==> src/rtl/jtframe_rst_pkg.sv <==
// Shared types and constants for the jtframe reset sequencer.
// The sequencer is made of the top FSM plus one lock watcher per PLL.
package jtframe_rst_pkg;

    typedef enum logic [1:0] {
        S_LOCK  = 2'd0,
        S_HOLD  = 2'd1,
        S_STAGE = 2'd2,
        S_RUN   = 2'd3
    } state_e;

    localparam logic [1:0] CAUSE_POR  = 2'd0;
    localparam logic [1:0] CAUSE_LOCK = 2'd1;
    localparam logic [1:0] CAUSE_REQ  = 2'd2;
    localparam logic [1:0] CAUSE_DL   = 2'd3;

    // One spare bit so that the count value itself always fits.
    function automatic int cnt_w(input int v);
        return $clog2(v) + 1;
    endfunction

endpackage

==> src/rtl/jtframe_pll_watch.sv <==
// Lock watcher for one PLL: synchronises the lock flag and pulses pll_rst
// on lock loss, or when the PLL has stayed unlocked for too long.
module jtframe_pll_watch
    import jtframe_rst_pkg::*;
#(
    parameter int HOLD_CNT = 256,
    parameter int LOCK_TO  = 65536
) (
    input  logic clk_sys,
    input  logic RESET,
    input  logic pll_locked,
    output logic pll_rst,
    output logic lock_sync
);

    localparam int HW = cnt_w(HOLD_CNT);
    localparam int TW = cnt_w(LOCK_TO);

    logic [1:0]    sync_q;
    logic          lock_prev_q;
    logic          pll_rst_q;
    logic [HW-1:0] hold_q, hold_d;
    logic [TW-1:0] to_q, to_d;
    logic          trig;

    always_comb begin
        trig   = 1'b0;
        hold_d = hold_q;
        to_d   = to_q;
        // The timeout only runs while the PLL is unlocked and not being reset.
        if (sync_q[1] || pll_rst_q) begin
            to_d = '0;
        end else begin
            to_d = to_q + TW'(1);
            if (to_d == TW'(LOCK_TO))
                trig = 1'b1;
        end
        if (!sync_q[1] && lock_prev_q)
            trig = 1'b1;
        if (trig) begin
            hold_d = HW'(HOLD_CNT);
            to_d   = '0;
        end else if (hold_q != '0) begin
            hold_d = hold_q - HW'(1);
        end
    end

    always_ff @(posedge clk_sys or posedge RESET) begin
        if (RESET) begin
            sync_q      <= '0;
            lock_prev_q <= 1'b0;
            pll_rst_q   <= 1'b0;
            hold_q      <= '0;
            to_q        <= '0;
        end else begin
            sync_q      <= {sync_q[0], pll_locked};
            lock_prev_q <= sync_q[1];
            pll_rst_q   <= (hold_d != '0);
            hold_q      <= hold_d;
            to_q        <= to_d;
        end
    end

    assign pll_rst   = pll_rst_q;
    assign lock_sync = sync_q[1];

endmodule

==> src/rtl/jtframe_rst_seq.sv <==
// Reset sequencer: waits for stable PLL lock, releases rst, then game_rst,
// and holds the game in reset on user requests or ROM download.
module jtframe_rst_seq
    import jtframe_rst_pkg::*;
#(
    parameter int NPLL     = 2,
    parameter int NREQ     = 3,
    parameter int HOLD_CNT = 256,
    parameter int STAGGER  = 16,
    parameter int LOCK_TO  = 65536
) (
    input  logic            clk_sys,
    input  logic            RESET,
    input  logic [NPLL-1:0] pll_locked,
    output logic [NPLL-1:0] pll_rst,
    input  logic [NREQ-1:0] rst_req,
    input  logic            downloading,
    output logic            rst,
    output logic            game_rst,
    output logic            game_rst_n,
    output logic [1:0]      cause,
    output logic [7:0]      lost_cnt
);

    localparam int CW = cnt_w(HOLD_CNT > STAGGER ? HOLD_CNT : STAGGER);

    logic [NPLL-1:0] lock_sync;
    logic            all_lock, all_lock_prev_q;
    logic [NREQ-1:0] req_s1_q, req_s2_q;
    logic [1:0]      dl_s_q;
    logic            req, busy;

    state_e          state_q, state_d;
    logic [CW-1:0]   cnt_q, cnt_d;
    logic [1:0]      cause_q, cause_d;
    logic [7:0]      lost_q, lost_d;
    logic            rst_q, rst_d;
    logic            game_rst_q, game_rst_d;
    logic            game_rst_n_q;

    generate
        for (genvar gi = 0; gi < NPLL; gi++) begin : g_watch
            jtframe_pll_watch #(
                .HOLD_CNT (HOLD_CNT),
                .LOCK_TO  (LOCK_TO)
            ) u_watch (
                .clk_sys    (clk_sys),
                .RESET      (RESET),
                .pll_locked (pll_locked[gi]),
                .pll_rst    (pll_rst[gi]),
                .lock_sync  (lock_sync[gi])
            );
        end
    endgenerate

    assign all_lock = &lock_sync;
    assign req      = |req_s2_q;
    assign busy     = req | dl_s_q[1];

    always_comb begin
        state_d = state_q;
        cnt_d   = cnt_q;
        cause_d = cause_q;
        lost_d  = lost_q;
        case (state_q)
            S_LOCK: begin
                if (all_lock) begin
                    state_d = S_HOLD;
                    cnt_d   = CW'(HOLD_CNT - 1);
                end
            end
            S_HOLD: begin
                if (cnt_q == '0) begin
                    state_d = S_STAGE;
                    cnt_d   = CW'(STAGGER - 1);
                end else begin
                    cnt_d = cnt_q - CW'(1);
                end
            end
            S_STAGE: begin
                if (busy)
                    cnt_d = CW'(STAGGER - 1);
                else if (cnt_q == '0)
                    state_d = S_RUN;
                else
                    cnt_d = cnt_q - CW'(1);
            end
            S_RUN: begin
                if (busy) begin
                    state_d = S_STAGE;
                    cnt_d   = CW'(STAGGER - 1);
                    cause_d = req ? CAUSE_REQ : CAUSE_DL;
                end
            end
            default: state_d = S_LOCK;
        endcase
        // Losing lock overrides whatever the state logic decided above.
        if (!all_lock) begin
            state_d = S_LOCK;
            cnt_d   = '0;
            if (state_q != S_LOCK)
                cause_d = CAUSE_LOCK;
        end
        if (!all_lock && all_lock_prev_q && lost_q != 8'hFF)
            lost_d = lost_q + 8'd1;
        rst_d      = (state_d == S_LOCK) || (state_d == S_HOLD);
        game_rst_d = (state_d != S_RUN);
    end

    always_ff @(posedge clk_sys or posedge RESET) begin
        if (RESET) begin
            req_s1_q        <= '0;
            req_s2_q        <= '0;
            dl_s_q          <= '0;
            all_lock_prev_q <= 1'b0;
            state_q         <= S_LOCK;
            cnt_q           <= '0;
            cause_q         <= CAUSE_POR;
            lost_q          <= '0;
            rst_q           <= 1'b1;
            game_rst_q      <= 1'b1;
            game_rst_n_q    <= 1'b0;
        end else begin
            req_s1_q        <= rst_req;
            req_s2_q        <= req_s1_q;
            dl_s_q          <= {dl_s_q[0], downloading};
            all_lock_prev_q <= all_lock;
            state_q         <= state_d;
            cnt_q           <= cnt_d;
            cause_q         <= cause_d;
            lost_q          <= lost_d;
            rst_q           <= rst_d;
            game_rst_q      <= game_rst_d;
            game_rst_n_q    <= ~game_rst_d;
        end
    end

    assign rst        = rst_q;
    assign game_rst   = game_rst_q;
    assign game_rst_n = game_rst_n_q;
    assign cause      = cause_q;
    assign lost_cnt   = lost_q;

endmodule
==> config.mk <==
export PLATFORM = sky130hd
export DESIGN_NAME = jtframe_rst_seq
export DESIGN_NICKNAME = d
export VERILOG_FILES = /design/src/rtl/jtframe_rst_pkg.sv /design/src/rtl/jtframe_pll_watch.sv /design/src/rtl/jtframe_rst_seq.sv
export SDC_FILE = /design/constraint.sdc
export NUM_CORES = 1
export LEC_CHECK = 0
export ABC_CLOCK_PERIOD_IN_PS = 7400
export BUFFER_PORTS_ARGS = -buffer_cell sky130_fd_sc_hd__buf_2
export CAP_MARGIN = 20
export CORE_ASPECT_RATIO = 1.2
export CORE_MARGIN = 2
export CORE_UTILIZATION = 65
export CTS_CLUSTER_DIAMETER = 150
export DETAILED_ROUTE_END_ITERATION = 7
export GPL_ROUTABILITY_DRIVEN = 0
export PLACE_DENSITY = 0.91
export REMOVE_ABC_BUFFERS = 1
export SYNTH_ARGS = -nofsm -noshare
export SYNTH_HDL_FRONTEND = slang
export SYNTH_SLANG_ARGS = --single-unit
==> constraint.sdc <==
create_clock -name clk_sys -period 7.4 [get_ports clk_sys]
set_input_delay 1.48 -clock clk_sys [delete_from_list [all_inputs] [get_ports clk_sys]]
set_output_delay 1.48 -clock clk_sys [all_outputs]
set_load 0.02 [all_outputs]
==> key figures <==
Status
  – Outcome: completed

Clock network
  – Cts bufs inserted: 9
  – CTS HTree Levels: 3
  – # Post-CTS Setup Buffers: 0
  – Post-cts sizing count: 0
  – Worst-path clk slew: roughly 0.08 ns
  – CTS tree: done
  – Clock Sinks: 93
  – Clock Tree Buf Depth: 2
  – Clock latency on the worst-skew pair: 0.35 ns
  – CTS hold repair buffers: 0
  – Root Buffer: clkbuf_8

Die
  – Chip width: about 83 µm
  – Std-Cell Core Area: a little over 7000 µm²
  – Die Y: a little under 100 µm
  – Die area: approximately 8000 µm²
  – Num ports: 23
  – Initial Utilization: about two thirds
  – Cell Rows: 34

STA
  – TNS Setup: 0 ns
  – Min Clock Period, post-route: approximately 2.7 ns
  – Final worst path period share: between 30% and 40%
  – Setup-failing EPs final: 0
  – Hold Vio Cnt, Final: 0
  – Fin. max-slew vios: 0
  – F_max: about 0.37 GHz
  – Worst Max-Slew Pin Slew: a little under 0.9 ns
  – Normalized max-slew margin: 42.27%
  – Layout Skew: about 0.011 ns
  – RSZ-0062 raised after global routing: no

Setup path
  – WP data required: about 7.7 ns
  – CP Launch Type: register
  – Crit Path Max Fanout: 13
  – Crit Path Class: register to register
  – Crit-path cells: ha_1 > nand4_1 > nor4_2 > xor2_1 > o21ai_1 > nor4_4 > or4_1
  – WP buf/inv: 0
  – Crit-path max cell delay: 0.65 ns
  – Worst EP arrival: roughly 3.0 ns
  – Critical Path Slowest Stage Cell: nor4_4
  – CP Capture Type: register
  – Worst path top cell family by delay: simple AND/OR/NAND/NOR gates

Power and ir drop
  – Max VDD drop: just under 0.2 mV
  – Power per Cell Area: ~250 nW/µm²
  – Tot Pwr: about 1.3 mW
  – Leak: about 2.1 nW

Logic synthesis
  – Mapped Area: about 5000 µm²
  – Syn avg cell area: approximately 9.9 µm²
  – Async set-or-reset flop fraction in the synthesized netlist: 100.0%
  – Yosys top cell area share: between 40 and 50%
  – Synth top cells by count: 91 x dfrtp_1, 61 x nor2_1, 41 x nor3_1, 33 x xnor2_1, 24 x nand3_1
  – Synth unique cells: 58
  – Main flop type after synthesis: dfrtp_1
  – EDFF count, synth: 0
  – Ys Warns: 0
  – FF+latch count, synth: between 90 and 100
  – Synthesized instance count: about 490
  – Seq/Total Area, Yosys: 47.66%
  – Yosys top cell by area: dfrtp_1
  – Most frequent cell after synthesis: dfrtp_1
  – Top cells by area, synth: dfrtp_1 47%, xnor2_1 5.9%, nor2_1 4.7%

Finish
  – Area Overhead vs Synth: 5.068%
  – Final Instance Area: just over 5000 µm²
  – Fin cells: around 600
  – Layout cell share with drive strength beyond 1: 12.25%
  – N_diodes: 0
  – Fin nets: 518

Route
  – Initial DRC Count: 221
  – Detail Route Antenna Nets: 0
  – Wire length per cell: between 15 and 20 µm
  – DRC viols: 0
  – Routed wire length: 9.086 mm
  – Vias: 3625
  – Routed vias/inst: approximately 6.1
  – DR pass1 iterations: 4

GRT
  – Largest net degree at the start of global routing: 73
  – Remaining Overflow, GRT: 0
  – First-pass GRT wire length: approximately 16 mm
  – Gr usage total: 23.95%
  – Initial antenna violation count: 0
  – Vias in the first global route: 3573

Min path
  – Worst min path class: register to register

Flow run
  – Max Cap Viol: 0

Placement
  – Area after DPL: approximately 5000 µm²
  – HPWL after detailed placement: around 6.2 mm
  – PortBufs: 22
  – Placed Cells: 580
## report_power, final
| part | leakage, nW | total, mW | switching, mW | internal [mW] |
|---|---|---|---|---|
| registers | 1.20 | 0.658 | 0.0882 | 0.570 |
| clock network | 0.0901 | 0.298 | 0.168 | 0.131 |
| logic | 0.858 | 0.333 | 0.189 | 0.144 |
| total | 2.15 | 1.29 | 0.445 | 0.845 |
## layout by cell type (no fill, tap or decap), types with 16 or more instances in the layout
| cell | count |
|---|---|
| inv_1 | 17 |
| xor2_1 | 16 |
| nor3_1 | 41 |
| nand2_1 | 19 |
| dfrtp_1 | 91 |
| nand3_1 | 24 |
| xnor2_1 | 33 |
| a21oi_1 | 21 |
| buf_2 | 22 |
| nor2_1 | 61 |
## through the flow
stage | utilization (%) | hold WS, ns | worst slack [ns]
global placement | 68.28 | 0.3337 | 4.748
finish | 70.61 | 0.3534 | 4.723
detailed placement | 68.28 | 0.3347 | 4.686
global route | 70.61 | 0.3718 | 4.466
floorplan | - | 0.3312 | 3.503
CTS | 70.61 | 0.3536 | 4.723
## cell families (layout without fill, tap and decap cells)
logic type | after synthesis | count (layout) | synth area share, %
multiplexers | 3 | 3 | 0.6399
AND/OR/NAND/NOR | 222 | 222 | 26.57
adder cells (fa/ha/maj) | 9 | 9 | 2.304
flip-flops | 93 | 93 | 47.66
XOR/XNOR | 49 | 49 | 8.779
buffers and inverters | 45 | 57 | 4.505
AO/OA/AOI/OAI | 73 | 73 | 9.547
## flip-flops by register name (all words and copies together), names as in the netlist
name / cells
dl_s_q: 2
lost_cnt: 8
req_s1_q: 3
req_s2_q: 3
cause: 2
game_rst_n: 1
g_watch.u_watch.to_q: 34
g_watch.u_watch.sync_q: 4
g_watch.u_watch.hold_q: 18
game_rst: 1
all_lock_prev_q: 1
rst: 1
cnt_q: 9
state_q: 2
g_watch.u_watch.lock_prev_q: 2
g_watch.u_watch.pll_rst: 2
## metal layers
metal / global-route usage, % / vias to the layer above / wire length, µm
li1: - / 1760 / -
met1: 29.97 / 1767 / 4012
met2: 41.44 / 85 / 4570
met3: 5.360 / 13 / 378
met4: 7.945 / 0 / 124
met5: 0 / - / 0
## path summary, 6_finish.rpt
| path | from | end | slack (ns) | depth (start not counted) |
|---|---|---|---|---|
| max reg2reg | g_watch[0].u_watch.to_q[0] | g_watch[0].u_watch.pll_rst | 4.72 | 7 |
| min in group asynchronous | RESET | g_watch[1].u_watch.sync_q[1] | 1.07 | 2 |
| min | req_s1_q[2] | req_s2_q[2] | 0.35 | 0 |
| min reg2reg | req_s1_q[2] | req_s2_q[2] | 0.35 | 0 |
| max in group asynchronous | RESET | g_watch[0].u_watch.to_q[0] | 5.14 | 3 |
| max | g_watch[0].u_watch.to_q[0] | g_watch[0].u_watch.pll_rst | 4.72 | 7 |
## layout make-up
class	instances	area [µm²]
sequential	93	2330
multi-input combinational	356	2338
inverter	18	68.82
clock buffer	12	145.1
fill	505	2138
tap	90	112.6
timing repair buffer	23	117.6
clock inverter	4	23.77
## worst reg2reg max path, cell delays in order (launching register included)
cell     delay [ns]
dfrtp_1        0.48
ha_1           0.31
nand4_1        0.24
nor4_2         0.33
xor2_1         0.24
o21ai_1        0.16
nor4_4         0.65
or4_1          0.22
Power figures use the tool's default switching activity.
